--- config.mk ---
export PLATFORM = sky130hd
export DESIGN_NAME = traceback_unit
export DESIGN_NICKNAME = d
export VERILOG_FILES = /design/src/rtl/traceback_unit.sv
export SDC_FILE = /design/constraint.sdc
export NUM_CORES = 1
export LEC_CHECK = 0
export CORE_ASPECT_RATIO = 1.25
export CORE_MARGIN = 2
export CORE_UTILIZATION = 47
export DETAILED_ROUTE_END_ITERATION = 12
export PLACE_DENSITY = 0.78
export SYNTH_ARGS = -nofsm -noshare
export SYNTH_HDL_FRONTEND = slang
export SYNTH_SLANG_ARGS = --single-unit
--- constraint.sdc ---
create_clock -name clk -period 6 [get_ports clk]
set_clock_uncertainty 0.1 [all_clocks]
set_input_delay 0.9 -clock clk [delete_from_list [all_inputs] [get_ports clk]]
set_output_delay 0.9 -clock clk [all_outputs]
set_load 0.005 [all_outputs]
--- src/rtl/traceback_unit.sv ---
// traceback_unit
//
// Traceback engine of the local-alignment accelerator. When the controller
// pulses start_of_traceback (with en_traceback high) the unit loads the
// global max cell and walks the stored direction matrix back toward the
// origin. Each non-STOP cell visited becomes one alignment step on the
// output port. When the walk has ended and the output slot has drained,
// the unit pulses finished together with the number of emitted steps.
//
// Ports:
//   clk, rst_n          single clock, asynchronous active-low reset
//   en_traceback        held high by the controller for the whole traceback
//   start_of_traceback  one-cycle start pulse (honoured only in IDLE)
//   max_row/max_col     coordinates of the global max cell
//   max_score           global max score (0 means an empty path)
//   mem_dir             direction stored at (next_row,next_col), combinational
//                       from matrix memory: 00 STOP, 01 DIAG, 10 UP, 11 LEFT
//   next_row/next_col   registered current cell, decoded into memory selects
//   out_valid/out_ready step handshake
//   out_dir/out_row/out_col/out_last  step payload
//   finished            one-cycle completion pulse
//   path_len            number of emitted steps, valid while finished=1
//
// Handshake: the output is a single registered slot. A step transfers on a
// rising edge where out_valid=1 and out_ready=1. While out_valid=1 and
// out_ready=0 the whole payload is held stable. The slot may take a new step
// whenever it is empty or is being consumed in the same cycle
// (slot_free = !out_valid || out_ready).

module traceback_unit #(
    parameter int SEQ_LENGTH     = 32,
    parameter int ROW_BITS_WIDTH = 5,
    parameter int COL_BITS_WIDTH = 5,
    parameter int SCORE_W        = 8,
    parameter int PATH_LEN_W     = 6
) (
    input  logic                      clk,
    input  logic                      rst_n,
    input  logic                      en_traceback,
    input  logic                      start_of_traceback,
    input  logic [ROW_BITS_WIDTH-1:0] max_row,
    input  logic [COL_BITS_WIDTH-1:0] max_col,
    input  logic [SCORE_W-1:0]        max_score,
    input  logic [1:0]                mem_dir,
    output logic [ROW_BITS_WIDTH-1:0] next_row,
    output logic [COL_BITS_WIDTH-1:0] next_col,
    output logic                      finished,
    output logic                      out_valid,
    input  logic                      out_ready,
    output logic [1:0]                out_dir,
    output logic [ROW_BITS_WIDTH-1:0] out_row,
    output logic [COL_BITS_WIDTH-1:0] out_col,
    output logic                      out_last,
    output logic [PATH_LEN_W:0]       path_len
);

    localparam logic [1:0] DIR_STOP = 2'b00;
    localparam logic [1:0] DIR_UP   = 2'b10;
    localparam logic [1:0] DIR_LEFT = 2'b11;

    // Longest legal path: every step removes at least one row or column.
    localparam int                    MAX_STEPS = 2 * SEQ_LENGTH - 1;
    localparam logic [PATH_LEN_W-1:0] CNT_MAX   = PATH_LEN_W'(MAX_STEPS);

    typedef enum logic [1:0] {
        S_IDLE = 2'd0,
        S_WALK = 2'd1,
        S_DONE = 2'd2
    } state_t;

    state_t                    state, state_nx;
    logic [PATH_LEN_W-1:0]     counter, counter_nx;
    logic [ROW_BITS_WIDTH-1:0] row_nx;
    logic [COL_BITS_WIDTH-1:0] col_nx;
    logic                      valid_nx, last_nx, finished_nx;
    logic [1:0]                dir_nx;
    logic [ROW_BITS_WIDTH-1:0] orow_nx;
    logic [COL_BITS_WIDTH-1:0] ocol_nx;
    logic [PATH_LEN_W:0]       path_len_nx;
    logic                      slot_free;
    logic                      at_edge;
    logic                      cnt_inc;

    assign slot_free = !out_valid || out_ready;

    // A DIAG/UP move needs row>0 and a DIAG/LEFT move needs col>0; otherwise
    // this step is the forced final step of the path.
    assign at_edge = ((mem_dir != DIR_LEFT) && (next_row == '0)) ||
                     ((mem_dir != DIR_UP)   && (next_col == '0));

    always_ff @(posedge clk or negedge rst_n) begin
        if (!rst_n) begin
            state     <= S_IDLE;
            counter   <= '0;
            next_row  <= '0;
            next_col  <= '0;
            out_valid <= 1'b0;
            out_dir   <= 2'b00;
            out_row   <= '0;
            out_col   <= '0;
            out_last  <= 1'b0;
            finished  <= 1'b0;
            path_len  <= '0;
        end else begin
            state     <= state_nx;
            counter   <= counter_nx;
            next_row  <= row_nx;
            next_col  <= col_nx;
            out_valid <= valid_nx;
            out_dir   <= dir_nx;
            out_row   <= orow_nx;
            out_col   <= ocol_nx;
            out_last  <= last_nx;
            finished  <= finished_nx;
            path_len  <= path_len_nx;
        end
    end

    always_comb begin
        state_nx    = state;
        counter_nx  = counter;
        row_nx      = next_row;
        col_nx      = next_col;
        valid_nx    = out_valid;
        dir_nx      = out_dir;
        orow_nx     = out_row;
        ocol_nx     = out_col;
        last_nx     = out_last;
        finished_nx = 1'b0;
        path_len_nx = '0;
        cnt_inc     = 1'b0;

        // Slot consumed this cycle; a new load below may refill it.
        if (out_valid && out_ready) begin
            valid_nx = 1'b0;
            last_nx  = 1'b0;
        end

        unique case (state)
            S_IDLE: begin
                if (start_of_traceback && en_traceback) begin
                    row_nx     = max_row;
                    col_nx     = max_col;
                    counter_nx = '0;
                    state_nx   = (max_score == '0) ? S_DONE : S_WALK;
                end
            end

            S_WALK: begin
                if (!en_traceback) begin
                    state_nx   = S_IDLE;
                    valid_nx   = 1'b0;
                    last_nx    = 1'b0;
                    counter_nx = '0;
                end else if (slot_free) begin
                    if (mem_dir == DIR_STOP) begin
                        // A step still waiting in the slot is left as is and
                        // is not marked last after the fact.
                        state_nx = S_DONE;
                    end else begin
                        valid_nx = 1'b1;
                        dir_nx   = mem_dir;
                        orow_nx  = next_row;
                        ocol_nx  = next_col;
                        cnt_inc  = 1'b1;
                        if (counter != CNT_MAX) begin
                            counter_nx = counter + PATH_LEN_W'(1);
                        end
                        if (at_edge) begin
                            last_nx  = 1'b1;
                            state_nx = S_DONE;
                        end else begin
                            last_nx = 1'b0;
                            if (mem_dir != DIR_LEFT) begin
                                row_nx = next_row - ROW_BITS_WIDTH'(1);
                            end
                            if (mem_dir != DIR_UP) begin
                                col_nx = next_col - COL_BITS_WIDTH'(1);
                            end
                        end
                    end
                end
            end

            S_DONE: begin
                if (!en_traceback) begin
                    state_nx   = S_IDLE;
                    valid_nx   = 1'b0;
                    last_nx    = 1'b0;
                    counter_nx = '0;
                end else if (slot_free) begin
                    finished_nx = 1'b1;
                    path_len_nx = {1'b0, counter};
                    state_nx    = S_IDLE;
                end
            end

            default: begin
                state_nx = S_IDLE;
            end
        endcase
    end

    // A legal matrix can never produce more than MAX_STEPS steps.
    counter_no_saturate: assert property (
        @(posedge clk) disable iff (!rst_n) !(cnt_inc && (counter == CNT_MAX))
    );

endmodule

==> impl.org, run 1 <==
** Power and ir drop
- After layout, the design draws a total of 1.255 mW.
- Max IR drop VDD :: 0.2249 mV
- Share of total power consumed by net switching :: 36.55%
- Clock group share of total power :: 17.6%
- For this design the ratio of total power to cell area is 454.8 nW/um^2.
- Summed over all cells, the static leakage comes to 1.177 nW.
- Sequential share of power :: 34.7%
- Net switching power of the design :: 458.7 uW
- Of the total power, combinational logic draws 47.7%.
- Internal power comes to 796.5 uW.

** Placed design
- Post-detailed-placement cell area :: 2648 sq um
- Routability-driven placement finished with a final weighted congestion of 0.7974.
- Detailed placement ended at an HPWL of 3215 um.
- Port buffering added 55 buffers.

** CTS
- CTS root buffer :: clkbuf_8
- Clock tree from TritonCTS :: done
- In this run the post-CTS setup repair buffer count came out at 0.
- Max H-tree Level :: 2
- Clock-pin slew on the worst setup and hold paths :: 80 ps
- In this run, CTS created clock tree buffers numbering 5.
- The later pin in the worst-skew pair is clocked with a latency of 300 ps.
- Buffers inserted to repair hold after CTS numbered 0.
- In this run the deepest clock path goes through 2 buffers.
- Count of clock tree sinks :: 39
- Number of gates resized after cts :: 0

** Setup path
- The worst setup path is captured at a register.
- Required time at the endpoint of the critical path :: 6140 ps
- Gate family responsible for the most delay along the worst path :: compound AO/OA/AOI/OAI gates
- Traced cell by cell, the critical path runs through clkdlybuf4s50_1 > nor2_1 > o31ai_1 > o211ai_1 > o32ai_1 > a211o_1.
- STA classifies the critical path startpoint as an input pin.
- Highest-delay cell along the critical path :: clkdlybuf4s50_1
- Highest fanout seen on the critical path :: 11
- CP arrival :: 3100 ps
- The setup path with the least slack is of type in -> reg.
- Number of buffer and inverter stages on the critical path :: 1
- In this design, the stage delay of the slowest critical-path cell is 620 ps.

** Drt
- The first routing iteration left 92 violations.
- WL per Instance :: 14.16 um
- Across all layers, the routed design uses 1719 vias.
- Remaining routing DRC violations :: 0
- Detailed-router iteration count before antenna repair :: 4
- Dividing the detail-routed via count by the number of cells gives 5.440.
- Aggregate routed wire length :: 4474 um
- Number of routed nets with antenna violations :: 0

** Yosys
- Post-synth EDFFs :: 0
- Cell count after synthesis :: 205
- Synth top area share :: 46.71%
- Sequential cell area fraction in the yosys report :: 46.71%
- Flip-flop and latch count after synthesis :: 39
- A synthesized cell averages 10.19 sq um.
- Of all flip-flops after synthesis, the portion carrying an async set or reset was 100.0%.
- Distinct cell type count after synthesis :: 46
- Cell area after synthesis :: 2090 sq um
- Top area cells in the synthesized netlist :: dfrtp_1 47%, mux2_2 6.5%, ha_1 5.4%
- The largest total area in the synthesized netlist belongs to dfrtp_1.
- Number of warning messages in the yosys log :: 0
- In the synthesized netlist the dominant register cell turns out to be dfrtp_1.
- When the netlist entered floorplanning its net count stood at 239.

** Outcome
- The run finished with clean final reports.

** GRT
- GRT Overall Usage :: 19.62%
- Remaining Overflow, GRT :: 0
- Maximum number of pins on one net before global-route repair :: 40
- The via count of the first global-routing pass came to 1659.
- Wire length of the first global-routing pass :: 7645 um
- The initial antenna violation count came to 0.

** Cells and area
- The repair_antennas step left the layout with diodes totalling 0.
- Compared with the post-synthesis result, the final layout area differs by 32.10%.
- Final nets :: 291
- Final core utilization :: 63.83%
- Share of layout cells above drive strength 1 :: 9.690%
- Post-route design area :: 2760 sq um

** Timing
- Based on the critical path, the design can be clocked at up to 337.9 MHz.
- After layout, the worst path uses 49.32% of the clock period.
- Total Neg Setup Slack :: 0 ps
- RSZ-0062 raised after global routing :: no
- After layout, the minimum clock period comes to 2959 ps.
- Final count of negative-setup-slack endpoints :: 0
- The final hold violation count was 0.
- Actual slew at the worst max-slew pin :: 1012 ps
- Across all hold checks on the routed design, the worst slack comes to 411.0 ps.
- Max-slew violation count :: 0
- In this run the tightest slew margin relative to its limit is 32.19%.

** Die
- Once the floorplan was initialized, standard cells occupied 48.32% of the core.
- Vertical die dimension :: 78.55 um
- Total I/O pin count :: 57
- Core Footprint :: 4324 sq um
- The die covers 4998 sq um.
- Overall die width :: 63.64 um
- The floorplan has 27 rows.

** Hold path
- The path class of the tightest hold or removal check is reg -> reg.

** Flow run
- Maximum capacitance violations :: 0
[layer usage]
layer	up-vias	global-route usage [%]	share of wire, %
li1	832	-	-
met1	827	24.95	44
met2	56	32.00	49
met3	4	5.158	5.7
met4	0	7.391	1.2
met5	-	0	0
[cell usage in the layout, fill, tap and decap left out, types with 3 or more instances in the layout]
| cell type | Yosys | routed |
|---|---|---|
| nor3_1 | 6 | 5 |
| nor2_1 | 13 | 13 |
| clkbuf_8 | 0 | 5 |
| a21oi_1 | 6 | 6 |
| nand3_1 | 8 | 8 |
| clkdlybuf4s50_1 | 0 | 54 |
| nand2b_1 | 3 | 3 |
| mux2_2 | 12 | 12 |
| mux2i_1 | 6 | 6 |
| a31oi_1 | 5 | 5 |
| ha_1 | 9 | 9 |
| xnor2_1 | 3 | 3 |
| nor4_1 | 4 | 4 |
| nand2_1 | 25 | 25 |
| and2_1 | 5 | 5 |
| inv_1 | 9 | 9 |
| and3_1 | 3 | 3 |
| dfrtp_1 | 39 | 39 |
| a211o_1 | 3 | 3 |
| o21ai_0 | 5 | 5 |
[cells by family after synthesis]
| family | synth area share (%) |
|---|---|
| and+or+nand+nor | 18.80 |
| xor gates and xnor gates | 1.258 |
| DFF | 46.71 |
| other | 0.1795 |
| muxes | 9.341 |
| adders and majority gates | 5.389 |
| AOI/OAI and AO/OA | 13.59 |
| buffers and inverters | 4.730 |
[registers in the layout, summed over array words and instances (netlist names), 2 cells and up]
| signal | count |
|---|---|
| counter | 6 |
| next_col | 5 |
| next_row | 5 |
| out_col | 5 |
| out_dir | 2 |
| out_row | 5 |
| path_len | 6 |
| state | 2 |
[layout make-up]
cell class | instances | area, sq um
Sequential cell | 39 | 975.9
Fill cell | 391 | 1564
Multi-Input combinational cell | 147 | 1020
Clock inverter | 3 | 43.79
Timing Repair Buffer | 55 | 545.5
Inverter | 9 | 33.78
Tap cell | 58 | 72.57
Clock buffer | 5 | 68.82
[synthesized netlist by cell type, types with 2 or more instances]
library cell,count
nor3_1,6
a211oi_1,2
clkbuf_1,2
nor2_1,13
o21ai_0,5
a211o_1,3
nor3b_1,2
nor4_1,4
and3_1,3
a21oi_1,6
dfrtp_1,39
buf_4,2
nand2b_1,3
o22ai_1,2
buf_6,2
a32oi_1,2
buf_2,4
and2_1,5
nor2b_1,2
mux2i_1,6
xnor2_1,3
mux2_2,12
a31oi_1,5
nand3_1,8
or3_1,2
inv_1,9
nand4_1,2
ha_1,9
nand2_1,25
[power groups by stage]
stage / clock network, mW / logic, mW / registers (mW)
finish: 0.220 / 0.599 / 0.436
detailed placement: 0 / 0.601 / 0.442
global placement: 0 / 0.586 / 0.440
CTS: 0.224 / 0.606 / 0.437
floorplan: 0 / 0.363 / 0.432
global route: 0.235 / 0.664 / 0.452
[path summary, 6_finish.rpt]
check,startpoint,end,slack [ps],cells past startpoint
worst max-delay path,mem_dir[1],next_row[2],3040,6
worst min-delay path,out_row[1],out_row[1],410,1
worst max register to register,state[1],next_row[2],3130,6
worst min register to register,out_row[1],out_row[1],410,1
max in group asynchronous,rst_n,out_row[0],4650,1
min in group asynchronous,rst_n,next_col[4],610,1
[stage by stage]
step,worst slack [ps],instances
final,3041,316
after global routing,2843,316
after CTS,3084,316
after detailed placement,2792,308
after global placement,2864,308
after floorplan,3557,205
Note: power is estimated with default switching activity, not from simulation.
==> inputs of run 2 (changes only) <==
CORE_UTILIZATION = 43   (was 47)
PLACE_DENSITY = 0.75   (was 0.78)
clock period = 2.7 ns   (was 6 ns; I/O delays follow)
==> impl.org, run 2 (synthesis results as in run 1) <==
** Outcome
- Run status :: complete, no violations

** Cells and area
- The net count of the finished layout is 300.
- The post-route netlist has 11.99% of its cells at a drive strength greater than 1.
- Top library cells by usage in the layout, fill and taps aside :: 54 x clkdlybuf4s50_1, 39 x dfrtp_1, 25 x nand2_1
- The number of antenna diodes in the final layout is 0.
- Measured on the finished design, the core utilization comes to 59.62%.
- The largest registers in the layout are counter x6, path_len x6.
- P&R area growth vs syn :: 33.95%
- Fill cells :: 420
- Once layout is complete, the cells apart from fillers number 327.
- Post-route design area :: 2799 sq um
- Commonest non-fill, non-tap cell in the layout :: clkdlybuf4s50_1

** Placed design
- After detailed placement, the design holds a cell count of 319.
- Prior to clock tree synthesis, the placed netlist has a worst setup slack of 296.2 ps.
- Post-detailed-placement cell area :: 2718 sq um
- DPL Wire Length :: 3430 um
- Port Buffer Count :: 55
- Last weighted congestion value of the routability-driven placer :: 0.8500

** Drt
- The count of nets left with antenna violations once routing finished came out at 0.
- Detailed-router iteration count before antenna repair :: 5
- In the routed design, unresolved DRC markers number 0.
- After detailed routing, the total wire length is 4567 um.
- The detailed router placed 1737 vias in this run.
- DR vias/cell :: 5.312
- The detailed router finished its first iteration with 123 violations.
- In the final routed layout, each cell accounts on average for 13.97 um.

** GRT
- Remaining Overflow, GRT :: 0
- The via count of the first global-routing pass came to 1646.
- The first global-routing pass estimated 7610 um of wire.
- Global routing used 18.62% of the available tracks across all layers.
- Entering global routing, the biggest net connects 40 pins.
- Number of antenna violations at the first check in global routing :: 0

** Setup path
- Number of cells on the worst reg-to-reg path :: 7
- Endpoint kind of the worst setup timing path :: register
- Tracing the worst setup path back leads to its startpoint at state[1].
- In this run the critical register-to-register path is captured at counter[2].
- CP arrival :: 2290 ps
- WS Path Type :: reg -> reg
- The setup check on the worst reg-to-reg path leaves a slack of 470 ps.
- Startpoint type of the worst setup path :: register
- Data on the critical path is required at its endpoint by 2760 ps.
- In this run the worst path has a maximum fanout of 10.
- R2r startpoint :: state[1]

** Power and ir drop
- Overall power consumption :: 2.725 mW
- Clock group share of total power :: 13.5%
- For this design the ratio of total power to cell area is 973.7 nW/um^2.
- Net switching power of the design :: 1.005 mW
- Leakage power :: 1.205 nW
- Internal power :: 1.721 mW
- Share of total power consumed by net switching :: 36.86%
- Combinational cells account for 50.9% of the total power.
- IR analysis of the VDD net gives a maximum drop of 0.4474 mV.
- Sequential cells account for 35.6% of the total power.

** Die
- After floorplanning, the core was sized to cover 4695 sq um.
- Total I/O pin count :: 57
- Initial Util :: 44.51%
- The die is 66.35 um wide.
- Vertical die dimension :: 81.94 um
- Area of the die :: 5436 sq um
- Row Count :: 28

** Timing
- Post-layout minimum cycle time :: 2230 ps
- Measured against its own limit, the worst slew margin works out to 43.48%.
- Setup repair after global routing left no endpoint under its margin.
- Ratio of final minimum period to clock period :: 82.60%
- After routing, the total negative slack on setup checks comes to 0 ps.
- Worst Setup Slack, final :: 469.8 ps
- The count of pins over their slew limit came to 0.
- Number of hold violations in the final report :: 0
- Setup violations remaining at the end of the flow were counted as 0.
- Hold is met by 119.1 ps.
- Derived from the worst setup path, the maximum achievable clock frequency is 448.4 MHz.
- Actual slew at the worst max-slew pin :: 847.8 ps

** CTS
- The longest clock path from root to sink contains 2 buffers.
- Number of gates resized after cts :: 0
- The tree built by TritonCTS fans out to 39 sinks.
- Clock latency on the worst-skew pair, taken at its later pin, is 290 ps.
- Clock tree from TritonCTS :: done
- Hold buffers post-CTS :: 0
- The cell sitting at the root of the clock tree is a clkbuf_8.
- The H-tree generated during clock tree synthesis spans 2 levels.
- Clock buffer count from CTS :: 5
- Clock-pin slew was measured on the worst setup and hold paths at 70 ps.
- Buffers added to address setup during post-CTS repair amount to 0.

** Hold path
- Type of the worst min-delay path :: in -> async

** Flow run
- Maximum capacitance violations :: 0
run 2: worst max-delay path by stage:
stage                        endpoint  slack, ps  depth (start not counted)
after floorplan            counter[2]        550                          9
after global placement    next_col[3]        330                          6
after detailed placement  next_col[4]        300                          6
after CTS                  counter[2]        460                          7
after global routing      next_col[2]        340                          8
final                      counter[2]        470                          7
run 2: final cells by class:
class	instances	area (sq um)	share of cell area, %
multi-input combinational	147	1020	36.43
sequential	39	975.9	34.87
timing repair buffer	64	613.1	21.90
clock buffer	7	76.32	2.727
tap	60	75.07	2.682
inverter	9	33.78	1.207
clock inverter	1	5.005	0.1788
run 2: critical path, cell delays in order, from the launching register on:
cell,delay (ps)
dfrtp_1,380
inv_1,90
ha_1,280
and2_4,220
a221o_1,440
a21oi_1,360
a21bo_2,190
a21oi_1,50
run 2: power groups by stage:
stage,registers [mW],clock network [mW],logic (mW)
after global routing,1.00,0.412,1.54
after detailed placement,0.982,0,1.39
after CTS,0.972,0.383,1.40
final,0.971,0.369,1.39
after global placement,0.971,0,1.35
after floorplan,0.960,0,0.806
run 2: per-layer routing:
layer / GRT usage [%] / wire length, um
met5: 0 / 0
met4: 6.122 / 57
met2: 31.70 / 2375
met1: 23.01 / 1938
met3: 4.658 / 196
==> inputs of run 3 (changes only) <==
clock period = 1.9 ns   (was 2.7 ns; I/O delays follow)
==> impl.org, run 3 (synthesis results as in run 1) <==
** Outcome
- Run status :: finished with violations
- The final reports fail on negative setup slack.

** Timing
- Max-slew violation count :: 0
- RSZ-0062 raised after global routing :: yes
- In the post-route analysis, the smallest setup slack over all paths is -54.72 ps.
- The final hold violation count is 0.
- Max frequency :: 511.6 MHz
- Post-layout minimum cycle time :: 1955 ps
- Setup violations remaining at the end of the flow were counted as 4.
- Ratio of final minimum period to clock period :: 102.9%
- Final hold analysis gives a worst-case slack of 372.7 ps.

** Setup path
- Among all stages on the critical path, the largest delay is contributed by a221o_2.
- Of all nets on the critical path, the largest fanout is 7.
- Endpoint kind of the worst setup timing path :: register
- Required time at the endpoint of the critical path :: 1980 ps
- Together, buffers and inverters on the worst path number 1.
- Data arrives at the worst endpoint at 2040 ps.
- STA classifies the critical path startpoint as a register.
- Max incr delay on CP :: 440 ps
- WS Path Type :: reg -> reg
- Worst path cell trace :: buf_6 > ha_4 > and2_4 > a221o_2 > a211oi_2 > xnor2_1 > nor2_1
- Broken down by cell family, the worst path's largest delay share belongs to compound AO/OA/AOI/OAI gates.

** Cells and area
- Commonest non-fill, non-tap cell in the layout :: clkdlybuf4s50_1
- Number of standard cells in the final layout excluding fillers :: 366
- Share of layout cells above drive strength 1 :: 30.72%
- In the final design database the tool counted 339 nets.
- Summing all non-filler instances in the final layout gives an area of 3317 sq um.
- P&R area growth vs syn :: 58.74%
- In the layout the commonest cells are 54 x clkdlybuf4s50_1, 42 x buf_4, 39 x dfrtp_1.
- Registers with the highest flip-flop counts :: counter x6, path_len x6
- Antenna diode count :: 0

** Placed design
- DPL Wire Length :: 3865 um
- Last weighted congestion value of the routability-driven placer :: 0.8050
- Number of cells in the design after placement :: 350
- Post-detailed-placement cell area :: 3020 sq um
- Port Buffer Count :: 55

** Drt
- Dividing the detail-routed via count by the number of cells gives 5.361.
- The first detailed-routing pass ran for 4 iterations.
- Wires add up to 5609 um.
- In this run, the number of DRC markers left after iteration 0 of detailed routing was 162.
- WL per Instance :: 15.33 um
- After detailed routing, the number of remaining DRC violations is 0.
- The detailed router placed 1962 vias in this run.
- Number of routed nets with antenna violations :: 0

** Die
- The region available for standard cell placement spans 4695 sq um.
- Row Count :: 28
- Total I/O pin count :: 57
- For this configuration, the core starts out at a cell density of 44.51%.
- Area of the die :: 5436 sq um
- Overall die width :: 66.35 um
- Vertical die dimension :: 81.94 um

** Power and ir drop
- In this run the static leakage power is 1.459 nW.
- Max IR drop VDD :: 0.7943 mV
- Power density over the cells :: 1485 nW/um^2

** GRT
- GRT Overall Usage :: 21.88%
- Wire length of the first global-routing pass :: 8949 um
- Global routing finished with a remaining overflow of 0.
- Via count of the first global-routing pass :: 1907
- The initial antenna violation count was 0.
- Entering global routing, the biggest net connects 21 pins.

** CTS
- Clk_lat worst skew :: 290 ps
- Buffer levels on the longest clock path :: 2
- Max H-tree Level :: 2
- TritonCTS built the clock tree.
- The tree built by TritonCTS fans out to 39 sinks.
- Clock-pin slew on the worst setup and hold paths :: 80 ps
- CTS root buffer :: clkbuf_8
- Clock buffer count from CTS :: 5

** Hold path
- Type of the worst min-delay path :: in -> async

** Flow run
- Maximum capacitance violations :: 0
==> run 3: cell types whose count changed in the layout (fill, tap and decap cells not counted), moves of 3 or more <==
cell | before | now
ha_4 | 0 | 3
ha_1 | 9 | 6
buf_4 | 9 | 42
inv_1 | 9 | 6
buf_12 | 0 | 3
inv_2 | 0 | 3
==> run 3: final timing paths <==
kind                       slack, ps          end  startpoint  cells past startpoint
max                              -50   counter[4]    state[0]                      7
max reg2reg                      -50   counter[4]    state[0]                      7
min in group clk                 410   out_col[2]  out_col[2]                      1
min                              370   counter[3]       rst_n                      2
min reg2reg                      410   out_col[2]  out_col[2]                      1
max in group asynchronous        860  next_row[4]       rst_n                      3
==> run 3: cell type report <==
cell class                      count  area [sq um]
Clock inverter                      2         35.03
Tap cell                           60         75.07
Clock buffer                        6         82.58
Multi-Input combinational cell    147          1161
Inverter                            9         33.78
Timing Repair Buffer              103         953.4
Fill cell                         338          1378
Sequential cell                    39         975.9
==> run 3: power breakdown <==
part | switching [mW] | leakage (nW) | internal, mW
Clock | 0.296 | 0.0612 | 0.425
Combinational | 1.29 | 0.915 | 1.62
Sequential | 0.176 | 0.483 | 1.12
Total | 1.76 | 1.46 | 3.17
==> run 3: through the flow <==
step           setup TNS [ps]  total power, mW  utilization, %  setup slack [ps]
6_report               -95.47            4.926           70.66            -54.72
5_1_grt                 -1131            5.284           70.66            -126.9
4_1_cts                -34.21            4.662           67.88            -14.54
3_5_place_dp            -4296            3.859           64.34            -265.3
3_3_place_gp            -3391            3.782           64.34            -201.9
2_1_floorplan          -355.7            2.556               -            -97.06
==> run 3: per-layer routing <==
layer	track usage, %	part of all wire (%)
met1	25.28	40
met2	40.50	54
met3	3.288	4.0
met4	7.959	1.5
met5	0	0
==> run 3: repair_timing <==
item                                    CTS  global route
setup buffers                             2             5
endpoints found under the hold margin    19             0
resized for setup                         5            20
cloned                                    0             0
hold buffers                              1             0
endpoints found under the setup margin   14            17
pin swaps                                 0            13
